--- config.mk ---
export PLATFORM = sky130hd
export DESIGN_NAME = spi_write_arbiter
export DESIGN_NICKNAME = d
export VERILOG_FILES = /design/src/rtl/spi_pkg.sv /design/src/rtl/rr_arbiter.sv /design/src/rtl/spi_write_arbiter.sv
export SDC_FILE = /design/constraint.sdc
export NUM_CORES = 1
export LEC_CHECK = 0
export ABC_AREA = 1
export CAP_MARGIN = 20
export CELL_PAD_IN_SITES_DETAIL_PLACEMENT = 0
export CELL_PAD_IN_SITES_GLOBAL_PLACEMENT = 1
export CORE_ASPECT_RATIO = 0.8
export CORE_UTILIZATION = 29
export CTS_CLUSTER_DIAMETER = 80
export DETAILED_ROUTE_END_ITERATION = 8
export PLACE_DENSITY_LB_ADDON = 0.05
export RECOVER_POWER = 100
export SLEW_MARGIN = 20
export SYNTH_ARGS = -nofsm -noshare
export SYNTH_HDL_FRONTEND = slang
export SYNTH_SLANG_ARGS = --single-unit
--- constraint.sdc ---
create_clock -name clk -period 3.6 [get_ports clk]
set_input_delay 0.72 -clock clk [delete_from_list [all_inputs] [get_ports clk]]
set_output_delay 0.72 -clock clk [all_outputs]
set_load 0.05 [all_outputs]
--- src/rtl/spi_pkg.sv ---
`default_nettype none
// ============================================================================
// Module      : spi_pkg
// Description : Shared definitions for the SPI write arbiter: controller state
//               encoding and the default serializer word width.
// Revision    : 1.0 - initial release
// ============================================================================
package spi_pkg;

   localparam int STATE_BitC         = 3;
   localparam int DEF_REGISTER_WIDTH = 32;

   typedef enum logic [STATE_BitC-1:0] {
      IDLE       = 3'd0,
      LOAD       = 3'd1,
      WAIT_START = 3'd2,
      WAIT_DONE  = 3'd3,
      GAP        = 3'd4
   } state_t;

endpackage
`default_nettype wire

--- src/rtl/rr_arbiter.sv ---
`default_nettype none
// ============================================================================
// Module      : rr_arbiter
// Description : Round-robin request selector. Searches last+1, last+2, ...
//               modulo NUM_REQ and returns the first requester found as a
//               one-hot grant and an index. The pointer moves only when the
//               caller accepts the grant.
// Revision    : 1.0 - initial release
// ============================================================================
module rr_arbiter #(
   parameter  int NUM_REQ = 4,
   localparam int IDX_W   = $clog2(NUM_REQ)
) (
   input  logic               clk,
   input  logic               rst,
   input  logic [NUM_REQ-1:0] req,
   input  logic               advance,
   output logic [NUM_REQ-1:0] grant,
   output logic [IDX_W-1:0]   grant_idx,
   output logic               valid
);

   logic [IDX_W-1:0] r_last;
   int               w_cand;
   logic [IDX_W-1:0] w_cidx;

   // Walk from the farthest candidate to the nearest so the nearest set request wins.
   always_comb begin
      grant     = '0;
      grant_idx = '0;
      valid     = 1'b0;
      w_cand    = 0;
      w_cidx    = '0;
      for (int i = NUM_REQ; i >= 1; i--) begin
         w_cand = int'(r_last) + i;
         if (w_cand >= NUM_REQ) begin
            w_cand = w_cand - NUM_REQ;
         end
         w_cidx = IDX_W'(w_cand);
         if (req[w_cidx]) begin
            grant         = '0;
            grant[w_cidx] = 1'b1;
            grant_idx     = w_cidx;
            valid         = 1'b1;
         end
      end
   end

   // Pointer starts at the top index so requester 0 has first priority after reset.
   always_ff @(posedge clk or posedge rst) begin
      if (rst) begin
         r_last <= IDX_W'(NUM_REQ - 1);
      end else if (advance && valid) begin
         r_last <= grant_idx;
      end
   end

endmodule
`default_nettype wire

--- src/rtl/spi_write_arbiter.sv ---
`default_nettype none
// ============================================================================
// Module      : spi_write_arbiter
// Description : Shares one SPI serializer between NUM_REQ register-write
//               requesters. Grants round-robin, latches the word, strobes the
//               serializer, follows its busy flag (with a start timeout) and
//               enforces a chip-select gap before the next grant.
// Revision    : 1.0 - initial release
// ============================================================================
module spi_write_arbiter
   import spi_pkg::*;
#(
   parameter  int Register_Width = DEF_REGISTER_WIDTH,
   parameter  int NUM_REQ        = 4,
   parameter  int GAP_CYCLES     = 16,
   parameter  int START_TIMEOUT  = 8,
   localparam int ID_W           = $clog2(NUM_REQ)
) (
   input  logic                              clk,
   input  logic                              rst,
   input  logic [NUM_REQ-1:0]                req,
   input  logic [NUM_REQ*Register_Width-1:0] req_data,
   output logic [NUM_REQ-1:0]                ack,
   output logic                              err_timeout,
   output logic [Register_Width-1:0]         ser_data,
   output logic                              ser_ld,
   input  logic                              ser_busy,
   output logic [ID_W-1:0]                   active_id,
   output logic                              busy_o
);

   localparam int c_CNT_MAX = (GAP_CYCLES > START_TIMEOUT) ? GAP_CYCLES : START_TIMEOUT;
   localparam int c_CNT_W   = $clog2(c_CNT_MAX + 1);

   state_t                      r_state;
   state_t                      w_state_nxt;
   logic [c_CNT_W-1:0]          r_cnt;
   logic [c_CNT_W-1:0]          w_cnt_nxt;
   logic [Register_Width-1:0]   r_ser_data;
   logic [ID_W-1:0]             r_active_id;
   logic [NUM_REQ-1:0]          r_active_oh;
   logic                        r_busy;

   logic                        w_take;
   logic                        w_done;
   logic                        w_err;
   logic                        w_gap_end;
   logic                        w_ld;
   logic [NUM_REQ-1:0]          w_grant;
   logic [ID_W-1:0]             w_grant_idx;
   logic                        w_grant_vld;
   logic [Register_Width-1:0]   w_sel_data;

   rr_arbiter #(
      .NUM_REQ (NUM_REQ)
   ) u_rr_arbiter (
      .clk       (clk),
      .rst       (rst),
      .req       (req),
      .advance   (w_take),
      .grant     (w_grant),
      .grant_idx (w_grant_idx),
      .valid     (w_grant_vld)
   );

   // Pick the granted requester's word out of the flat data bus.
   always_comb begin
      w_sel_data = '0;
      for (int i = 0; i < NUM_REQ; i++) begin
         if (w_grant_idx == ID_W'(i)) begin
            w_sel_data = req_data[i*Register_Width +: Register_Width];
         end
      end
   end

   // Next-state and strobe decode; one counter is shared by the start timeout and the gap.
   always_comb begin
      w_state_nxt = r_state;
      w_cnt_nxt   = r_cnt;
      w_take      = 1'b0;
      w_ld        = 1'b0;
      w_done      = 1'b0;
      w_err       = 1'b0;
      w_gap_end   = 1'b0;
      case (r_state)
         IDLE: begin
            if (w_grant_vld) begin
               w_take      = 1'b1;
               w_state_nxt = LOAD;
            end
         end
         LOAD: begin
            w_ld        = 1'b1;
            w_cnt_nxt   = c_CNT_W'(START_TIMEOUT);
            w_state_nxt = WAIT_START;
         end
         WAIT_START: begin
            if (ser_busy) begin
               w_state_nxt = WAIT_DONE;
            end else if (r_cnt <= c_CNT_W'(1)) begin
               // Serializer never raised busy: finish the request with an error.
               w_done      = 1'b1;
               w_err       = 1'b1;
               w_cnt_nxt   = c_CNT_W'(GAP_CYCLES);
               w_state_nxt = GAP;
            end else begin
               w_cnt_nxt = r_cnt - c_CNT_W'(1);
            end
         end
         WAIT_DONE: begin
            if (!ser_busy) begin
               w_done      = 1'b1;
               w_cnt_nxt   = c_CNT_W'(GAP_CYCLES);
               w_state_nxt = GAP;
            end
         end
         GAP: begin
            if (r_cnt <= c_CNT_W'(1)) begin
               w_gap_end   = 1'b1;
               w_state_nxt = IDLE;
            end else begin
               w_cnt_nxt = r_cnt - c_CNT_W'(1);
            end
         end
         default: begin
            w_state_nxt = IDLE;
         end
      endcase
   end

   // State and counter registers.
   always_ff @(posedge clk or posedge rst) begin
      if (rst) begin
         r_state <= IDLE;
         r_cnt   <= '0;
      end else begin
         r_state <= w_state_nxt;
         r_cnt   <= w_cnt_nxt;
      end
   end

   // Grant-time capture of word and owner; busy spans grant through end of gap.
   always_ff @(posedge clk or posedge rst) begin
      if (rst) begin
         r_ser_data  <= '0;
         r_active_id <= '0;
         r_active_oh <= '0;
         r_busy      <= 1'b0;
      end else if (w_take) begin
         r_ser_data  <= w_sel_data;
         r_active_id <= w_grant_idx;
         r_active_oh <= w_grant;
         r_busy      <= 1'b1;
      end else if (w_gap_end) begin
         r_busy      <= 1'b0;
      end
   end

   assign ser_ld      = w_ld;
   assign ack         = w_done ? r_active_oh : '0;
   assign err_timeout = w_err;
   assign ser_data    = r_ser_data;
   assign active_id   = r_active_id;
   assign busy_o      = r_busy;

endmodule
`default_nettype wire

==> metrics.txt, run 1 <==
CTS tree=done; cells along the critical path=dlygate4sd3_1, nor3_2, a21oi_1, nor2_1, dlygate4sd3_1; Setup Viol. Count Final=0; placed inst area=between 5000 and 6000 µm²; Final Hold Vio Count=0; worst slack, placed=0.3999 ns; clk_lat worst skew=0.29 ns; WL/cell=~13 µm; yosys warns=0; Routed Antenna Nets=0; first-pass GRT wire length=about 19000 µm; TritonRoute pass-1 iters=4; total grt overflow=0; met1 WL=~5800 µm; Starting DRT DRC Count=around 110; H-tree Lvls=2; Main synth FF type=dfrtp_1; CTS Root Cell=clkbuf_16; Clk pin slew, worst setup/hold paths=0.06 ns; vias=about 4100; final instance area=between 5000 and 6000 µm²; Horiz. Die Dim=between 100 and 150 µm; DR WL met2=~5200 µm; final HPWL from detailed placement=9059 µm; slew at the pin with the worst max-slew slack=roughly 1.2 ns; Rel. slew slack=0.2039; Yosys reg bits=just under 50; main combinational cell family by area after synthesis=simple AND/OR/NAND/NOR gates; I/O pin cnt=between 150 and 200; final setup skew=slightly above 0.008 ns; area of the core=around 12000 µm²; crit-path max cell delay=between 0.8 and 0.9 ns; Final nets=slightly above 900; share of the synthesized area in the top cell type=0.3181; Max Used Layer=met4; cts hold-fix bufs=0; Crit. End Element=output pin; number of global-route vias before repair=approximately 3800; gp weighted congestion=around 0.87; largest net degree at the start of global routing=37; Resized Gates After CTS=0; CTS sink count=49; metal3 WL=about 950 µm; Synth Area in Simple Gates=0.4660; maximum clock rate=297.9 MHz; area of the multi-input gates=roughly 2000 µm²; Die Span Y=approximately 100 µm; main area contributors after synthesis=dfrtp_1 (32%), nand2_1 (21%), nor2_1 (13%), inv_1 (7.2%), nand3_1 (6.1%); count leader, synth=nand2_1; CTS Buffer Depth=2; Critical Path Fanout Max=5; xor/xnor share of the synthesized area=0.004738; standard-cell rows=36; initial antenna violation count=0; Required @ worst endpoint=between 2 and 3 ns; I/O Buffers=175; slowest CP cell=dlygate4sd3_1; die area=around 13000 µm²; Final period util=0.9324; multiplexer share of the synthesized area=0; sequential-to-total area share from yosys stat=0.3323; Remaining DRCs=0; area delta synth->final=54.11%; gr usage total=0.1854; share of layout cells above drive strength 1=0.04824; worst setup margin=0.2434 ns; Max Cap Viol=0; post-synthesis cell area=between 3000 and 4000 µm²; Synth Area in Adders=0.02030; path type of the worst setup path=in -> out; Initial Util=0.3007; CP arrival=approximately 2.6 ns; FF+latch area=about 1200 µm²; reg-to-reg setup timing slack=between 0.5 and 0.6 ns; diode count=0; most used cell, CP=dlygate4sd3_1; cts bufs inserted=5; mean number of vias per cell=between 4 and 5; Commonest cells post-synth=nand2_1 (207), nor2_1 (128), inv_1 (71), dfrtp_1 (47), nand3_1 (45); RSZ-0062 raised after global routing=no; Syn Inst Count=roughly 600; Hold Path Class=reg -> reg; Synth async-reset ratio=1.000; Sum Neg Setup Slack=0 ns; status=complete, no violations; fill cell count=about 1300; Post-CTS Setup Repair Bufs=0; Post-synth EDFFs=0; nature of the critical path startpoint=input pin; Hold Slack=0.4714 ns; syn_area_per_cell=6.172 µm²; fin. max-slew vios=0; Post-Syn Nets=740; area leader, netlist=dfrtp_1; Routed WL=approximately 12000 µm; Compound-Gate Fraction of Synth Area=0.05719; fin crit period=between 3 and 4 ns; Synth cell types=32
critical path, delay by kind of cell:
kind / cells / cell delay, ns
AOI/OAI and AO/OA: 1 / 0.12
buffers and inverters: 2 / 1.46
and+or+nand+nor: 2 / 0.33
stage by stage:
| step | instances | util |
|---|---|---|
| finish | 938 | 0.4634 |
| global route | 938 | 0.4634 |
| CTS | 938 | 0.4660 |
| detailed placement | 930 | 0.4542 |
| global placement | 930 | 0.4542 |
| floorplan | 599 | - |
registers in the layout, summed over array words and instances, names as in the netlist:
name                 cells
ser_data                32
r_cnt                    5
r_active_oh              4
r_state                  3
active_id                2
u_rr_arbiter.r_last      2
busy_o                   1
logic make-up (layout without fill, tap and decap cells):
family | Yosys count | in the layout
flops | 49 | 49
compound gates | 35 | 35
simple gates | 408 | 408
xor+xnor | 2 | 2
fa+ha+maj | 6 | 6
buf+inv | 99 | 267
path summary, 6_finish.rpt:
kind	start	endpoint	cells past startpoint
setup / recovery	ser_busy	ack[2]	5
hold / removal	ser_data[6]	ser_data[6]	2
setup reg to reg	u_rr_arbiter.r_last[0]	ser_data[31]	12
hold reg to reg	ser_data[6]	ser_data[6]	2
max in group asynchronous	rst	active_id[0]	3
min in group asynchronous	rst	ser_data[6]	2
area by class of cell:
class / instances / share of cell area
Timing Repair Buffer: 182 / 0.3171
Sequential cell: 49 / 0.2156
Inverter: 77 / 0.05160
Tap cell: 171 / 0.03755
Multi-Input combinational cell: 451 / 0.3527
Clock buffer: 6 / 0.02262
Clock inverter: 2 / 0.002855
metal layers:
layer  vias to the layer above  GRT usage
met4                         0    0.02896
met1                      1773     0.2524
li1                       2160          -
met5                         -          0
met3                         5    0.04619
met2                       126     0.3023
layout by cell type (no fill, tap or decap), types with 2 or more instances in the layout:
master,instances
a21oi_1,3
buf_4,3
clkbuf_1,3
clkbuf_16,5
clkdlybuf4s50_1,131
dfrtp_1,47
dfstp_2,2
dlygate4sd3_1,44
ha_1,6
inv_1,71
inv_2,4
inv_4,2
nand2_1,208
nand2_2,5
nand2_4,4
nand3_1,45
nand3_2,2
nor2_1,128
nor3_1,11
o21ai_0,17
o22ai_1,9
Power of run 1 is not shown: default switching activity piles up to over one toggle a cycle in this logic, so the estimate is an artifact.
==> run 2: changes to the inputs <==
Settings changed: CORE_UTILIZATION 29 to 40, DONT_BUFFER_PORTS set to 1, GPL_TIMING_DRIVEN set to 0.
==> run 2 against run 1 <==
  * Worst setup slack improved by 0.063 ns
  * Final area decreased by 30%
  * Largest cell class unchanged
  * Highest routed layer unchanged
  * Die area decreased by 27%
  * Via count is 11% lower
  * Wire length is 10% lower
==> metrics.txt, run 2 (synthesis results as in run 1) <==
I/O pin cnt=176 (unchanged); Hold Path Class=reg -> reg (unchanged); RSZ-0062 raised after global routing=no (unchanged); gr usage total=0.2233 (was 0.1854); Max Cap Viol=0 (unchanged); CTS sink count=49 (unchanged); die area=9634 µm² (was 13210 µm²); I/O Buffers=0 (was 175); initial antenna violation count=0 (unchanged); Hold Slack=0.5644 ns (was 0.4714 ns); most frequent cells in the layout=nand2_1 (208), nor2_1 (124), inv_1 (73), dfrtp_1 (47), nand3_1 (45) (was nand2_1 (208), clkdlybuf4s50_1 (131), nor2_1 (128), inv_1 (71), dfrtp_1 (47)); diode count=0 (unchanged); status=complete, no violations (unchanged); Routed WL=10880 µm (was 12100 µm); standard-cell rows=30 (was 36); gp weighted congestion=0.9114 (was 0.8702); Final nets=750 (was 907); final HPWL from detailed placement=8652 µm (was 9059 µm); largest net degree at the start of global routing=30 (was 37); CP arrival=2.57 ns (was 2.64 ns); slowest CP cell=nor2_2 (was dlygate4sd3_1); Final Hold Vio Count=0 (unchanged); fin crit period=3.293 ns (was 3.357 ns); Sum Neg Setup Slack=0 ns (unchanged); Placed Cells incl. Taps=714 (was 930); vias=3620 (was 4064); cells along the critical path=nor3_1, nand2_1, nand2_1, nand2_1, nor3_4, a21oi_1, nor2_2 (was dlygate4sd3_1, nor3_2, a21oi_1, nor2_1, dlygate4sd3_1); CTS Root Cell=clkbuf_16 (unchanged); area of the core=8708 µm² (was 12300 µm²); H-tree Lvls=2 (unchanged); Clk pin slew, worst setup/hold paths=0.06 ns (about the same); fin. max-slew vios=0 (unchanged); CTS Buffer Depth=2 (unchanged); number of global-route vias before repair=3336 (was 3817); CP bufs+invs=0 (was 2); Final period util=0.9148 (was 0.9324); crit-path max cell delay=0.50 ns (was 0.87 ns); Required @ worst endpoint=2.88 ns (about the same); mean number of vias per cell=5.021 (was 4.333); path type of the worst setup path=reg -> out (was in -> out); fin cells=721 (was 938); Crit path max-delay family=simple AND/OR/NAND/NOR gates (was buffers and inverters); first-pass GRT wire length=16500 µm (was 19200 µm); Die Span Y=87.99 µm (was 103.0 µm); Initial Util=0.4246 (was 0.3007); Starting DRT DRC Count=127 (was 112); Crit. End Element=output pin (unchanged); Setup Viol. Count Final=0 (unchanged); Critical Path Fanout Max=5 (unchanged); TritonRoute pass-1 iters=4 (unchanged); Largest register FFs=32 (unchanged); maximum clock rate=303.6 MHz (was 297.9 MHz); final setup skew=0.005729 ns (was 0.008055 ns); WL/cell=15.09 µm (was 12.90 µm); nature of the critical path startpoint=flop (was input pin); most common cell after layout, fill and taps aside=nand2_1 (unchanged); Horiz. Die Dim=109.5 µm (was 128.2 µm); CTS tree=done (unchanged); Remaining DRCs=0 (unchanged); share of layout cells above drive strength 1=0.08210 (was 0.04824); Routed Antenna Nets=0 (unchanged); total grt overflow=0 (unchanged); slew at the pin with the worst max-slew slack=1.171 ns (was 1.193 ns); cts bufs inserted=5 (unchanged); Rel. slew slack=0.2190 (was 0.2039); most used cell, CP=nand2_1 (was dlygate4sd3_1); area delta synth->final=8.291% (was 54.11%); clk_lat worst skew=0.28 ns (was 0.29 ns); cts hold-fix bufs=0 (unchanged)
-- run 2: changes by cell type in the layout (fill, tap and decap cells not counted), moves of 2 or more --
cell,delta
buf_2,+10
clkbuf_1,+6
dlygate4sd3_1,-44
buf_6,+3
clkdlybuf4s50_1,-131
inv_1,+2
nor2_2,+4
inv_2,-2
nor2_1,-4
-- run 2: worst paths after layout --
check / start / end / slack [ns] / depth (start not counted)
setup / recovery: r_cnt[0] / ack[2] / 0.31 / 7
hold / removal: r_cnt[2] / r_cnt[2] / 0.56 / 2
setup reg to reg: u_rr_arbiter.r_last[0] / ser_data[7] / 0.48 / 11
hold reg to reg: r_cnt[2] / r_cnt[2] / 0.56 / 2
max in group asynchronous: rst / ser_data[31] / 1.35 / 2
min in group asynchronous: rst / ser_data[7] / 0.62 / 1
-- run 2: tightest hold or removal path, delay by kind of cell, from the launching register on --
kind            cells  cell delay, ns
flops               1            0.41
simple gates        1            0.06
compound gates      1            0.06
-- run 2: layout make-up --
class	instances	area [µm²]
clock buffer	7	142.6
tap	112	140.1
buffer	22	136.4
sequential	49	1229
fill	929	4705
timing repair buffer	3	11.26
inverter	77	294.0
multi-input combinational	451	2051
-- run 2: stage by stage --
step           worst slack [ns]  cell area, µm²    util
2_1_floorplan            0.4607            3702       -
3_5_place_dp             0.1589            3886  0.4463
5_1_grt                  0.1295            4004  0.4598
4_1_cts                 -0.1504            4029  0.4626
3_3_place_gp             0.1717            3842  0.4412
6_report                 0.3067            4004  0.4598
-- run 2: timing repair --
item | 4_1_cts | 5_1_grt
resized for setup | 0 | 5
setup buffers | 0 | 0
endpoints found under the hold margin | 0 | 0
cloned | 0 | 0
setup endpoints to repair | 4 | 4
-- run 2: metal layers --
metal	up-vias	part of all wire	track usage	routed length, µm
li1	1843	-	-	-
met1	1640	0.44	0.2895	4733
met2	133	0.46	0.3716	4972
met3	4	0.10	0.07143	1110
met4	0	0.0056	0.03515	61
met5	-	0	0	0
Power of run 2 is left out for the same reason.
==> run 3: changes to the inputs <==
Settings changed: CORE_ASPECT_RATIO 0.8 to unset, TNS_END_PERCENT set to 5.
==> run 3 against run 2 <==
  * The flow now finishes with violations (design-rule violations)
  * Cell count decreased by 0.42%
  * Clock skew increased by 0.0030 ns
  * Sequential share of layout area increased by 0.50 points
  * Register-to-register slack got worse by 0.03 ns
  * Global-route usage increased by 0.42 points
  * Via count increased by 0.41%
  * Worst hold slack about the same
==> metrics.txt, run 3 (synthesis results as in run 1) <==
status=finished, violations left (was complete, no violations); failing checks=design-rule violations; slew at the pin with the worst max-slew slack=1.306 ns (was 1.171 ns); slowest CP cell=nor2_2 (unchanged); fill cell count=984 (was 929); Final Hold Vio Count=0 (unchanged); Remaining DRCs=13 (was 0); Max Cap Viol=0 (unchanged); Critical Path Fanout Max=5 (unchanged); first-pass GRT wire length=17390 µm (was 16500 µm); die area=9631 µm² (was 9634 µm²); total grt overflow=0 (unchanged); mean number of vias per cell=5.063 (was 5.021); final setup skew=0.008768 ns (was 0.005729 ns); Rel. slew slack=0.1290 (was 0.2190); CP bufs+invs=0 (unchanged); Final nets=750 (unchanged); Initial Util=0.4178 (was 0.4246); area of the core=8848 µm² (was 8708 µm²); Required @ worst endpoint=2.88 ns (about the same); Routed WL=10750 µm (was 10880 µm); fin crit period=3.308 ns (was 3.293 ns); Starting DRT DRC Count=110 (was 127); I/O Buffers=0 (unchanged); cells along the critical path=nor3_1, nand2_1, nand2_1, nand2_1, nor3_4, a21oi_1, nor2_2 (unchanged); Clk pin slew, worst setup/hold paths=0.10 ns (was 0.06 ns); vias=3635 (was 3620); final HPWL from detailed placement=8514 µm (was 8652 µm); cts hold-fix bufs=0 (unchanged); Hold Path Class=in -> async (was reg -> reg); number of global-route vias before repair=3508 (was 3336); CTS sink count=49 (unchanged); RSZ-0062 raised after global routing=no (unchanged); CP arrival=2.59 ns (was 2.57 ns); gr usage total=0.2275 (was 0.2233); share of layout cells above drive strength 1=0.08361 (was 0.08210); nature of the critical path startpoint=flop (unchanged); Die Span Y=98.14 µm (was 87.99 µm); fin. max-slew vios=0 (unchanged); gp weighted congestion=0.8630 (was 0.9114); crit-path max cell delay=0.50 ns (about the same); maximum clock rate=302.3 MHz (was 303.6 MHz); initial antenna violation count=0 (unchanged); CTS Buffer Depth=2 (unchanged); Largest register FFs=32 (unchanged); Routed Antenna Nets=0 (unchanged); Crit path depth=7 (unchanged); diode count=0 (unchanged); standard-cell rows=34 (was 30); Final period util=0.9188 (was 0.9148); clk_lat worst skew=0.31 ns (was 0.28 ns); most common cell after layout, fill and taps aside=nand2_1 (unchanged); Setup Viol. Count Final=0 (unchanged); cts bufs inserted=5 (unchanged); CTS Root Cell=clkbuf_8 (was clkbuf_16); H-tree Lvls=2 (unchanged); Crit. End Element=output pin (unchanged); path type of the worst setup path=reg -> out (unchanged); Post-CTS Setup Repair Bufs=0 (unchanged); area delta synth->final=6.565% (was 8.291%); most used cell, CP=nand2_1 (unchanged); TritonRoute pass-1 iters=7 (was 4); Crit path max-delay family=simple AND/OR/NAND/NOR gates (unchanged); CTS tree=done (unchanged); largest net degree at the start of global routing=28 (was 30); Horiz. Die Dim=98.14 µm (was 109.5 µm); I/O pin cnt=176 (unchanged); Sum Neg Setup Slack=0 ns (unchanged); most frequent cells in the layout=nand2_1 (210), nor2_1 (124), inv_1 (73), dfrtp_1 (47), nand3_1 (45) (was nand2_1 (208), nor2_1 (124), inv_1 (73), dfrtp_1 (47), nand3_1 (45)); worst reg2reg path depth=17 (was 11); WL/cell=14.97 µm (was 15.09 µm)
-- run 3: through the flow --
stage                     cell area (µm²)  hold slack (ns)  utilization  worst slack, ns  instances
after floorplan                      3702           0.5080            -           0.4607        599
after global placement               3837           0.5405       0.4337           0.2395        707
after detailed placement             3874           0.5415       0.4378           0.2130        710
after CTS                            3990           0.3978       0.4509          -0.1339        718
after global routing                 3940           0.5701       0.4453          0.08183        718
final                                3940           0.5640       0.4453           0.2922        718
-- run 3: cell type report --
| cell class | count | area (µm²) | share of cell area |
|---|---|---|---|
| Clock buffer | 7 | 86.33 | 0.02191 |
| Buffer | 22 | 132.6 | 0.03366 |
| Inverter | 77 | 294.0 | 0.07463 |
| Multi-Input combinational cell | 451 | 2022 | 0.5132 |
| Timing Repair Buffer | 3 | 11.26 | 0.002858 |
| Sequential cell | 49 | 1229 | 0.3118 |
| Tap cell | 108 | 135.1 | 0.03430 |
| Clock inverter | 1 | 30.03 | 0.007621 |
-- run 3: final timing paths --
check                                  startpoint  slack [ns]             end
setup / recovery                         r_cnt[0]        0.29          ack[1]
hold / removal                                rst        0.56    ser_data[17]
setup reg to reg           u_rr_arbiter.r_last[0]        0.45    ser_data[31]
hold reg to reg                    r_active_oh[2]        0.57  r_active_oh[2]
max in group asynchronous                     rst        1.29    ser_data[24]
min in group clk                         ser_busy        0.57      r_state[0]
-- run 3: what timing repair did --
| item | in CTS | in global routing |
|---|---|---|
| hold endpoints to repair | 0 | 0 |
| gates resized for setup | 0 | 5 |
| setup endpoints to repair | 4 | 4 |
-- run 3: per-layer routing --
metal  vias up  part of all wire  track usage
met5         -                 0            0
met4         0             0.011      0.05855
met3         9             0.090      0.06800
met2       143              0.48       0.4020
met1      1645              0.42       0.2689
li1       1838                 -            -
Power of run 3 is left out for the same reason.
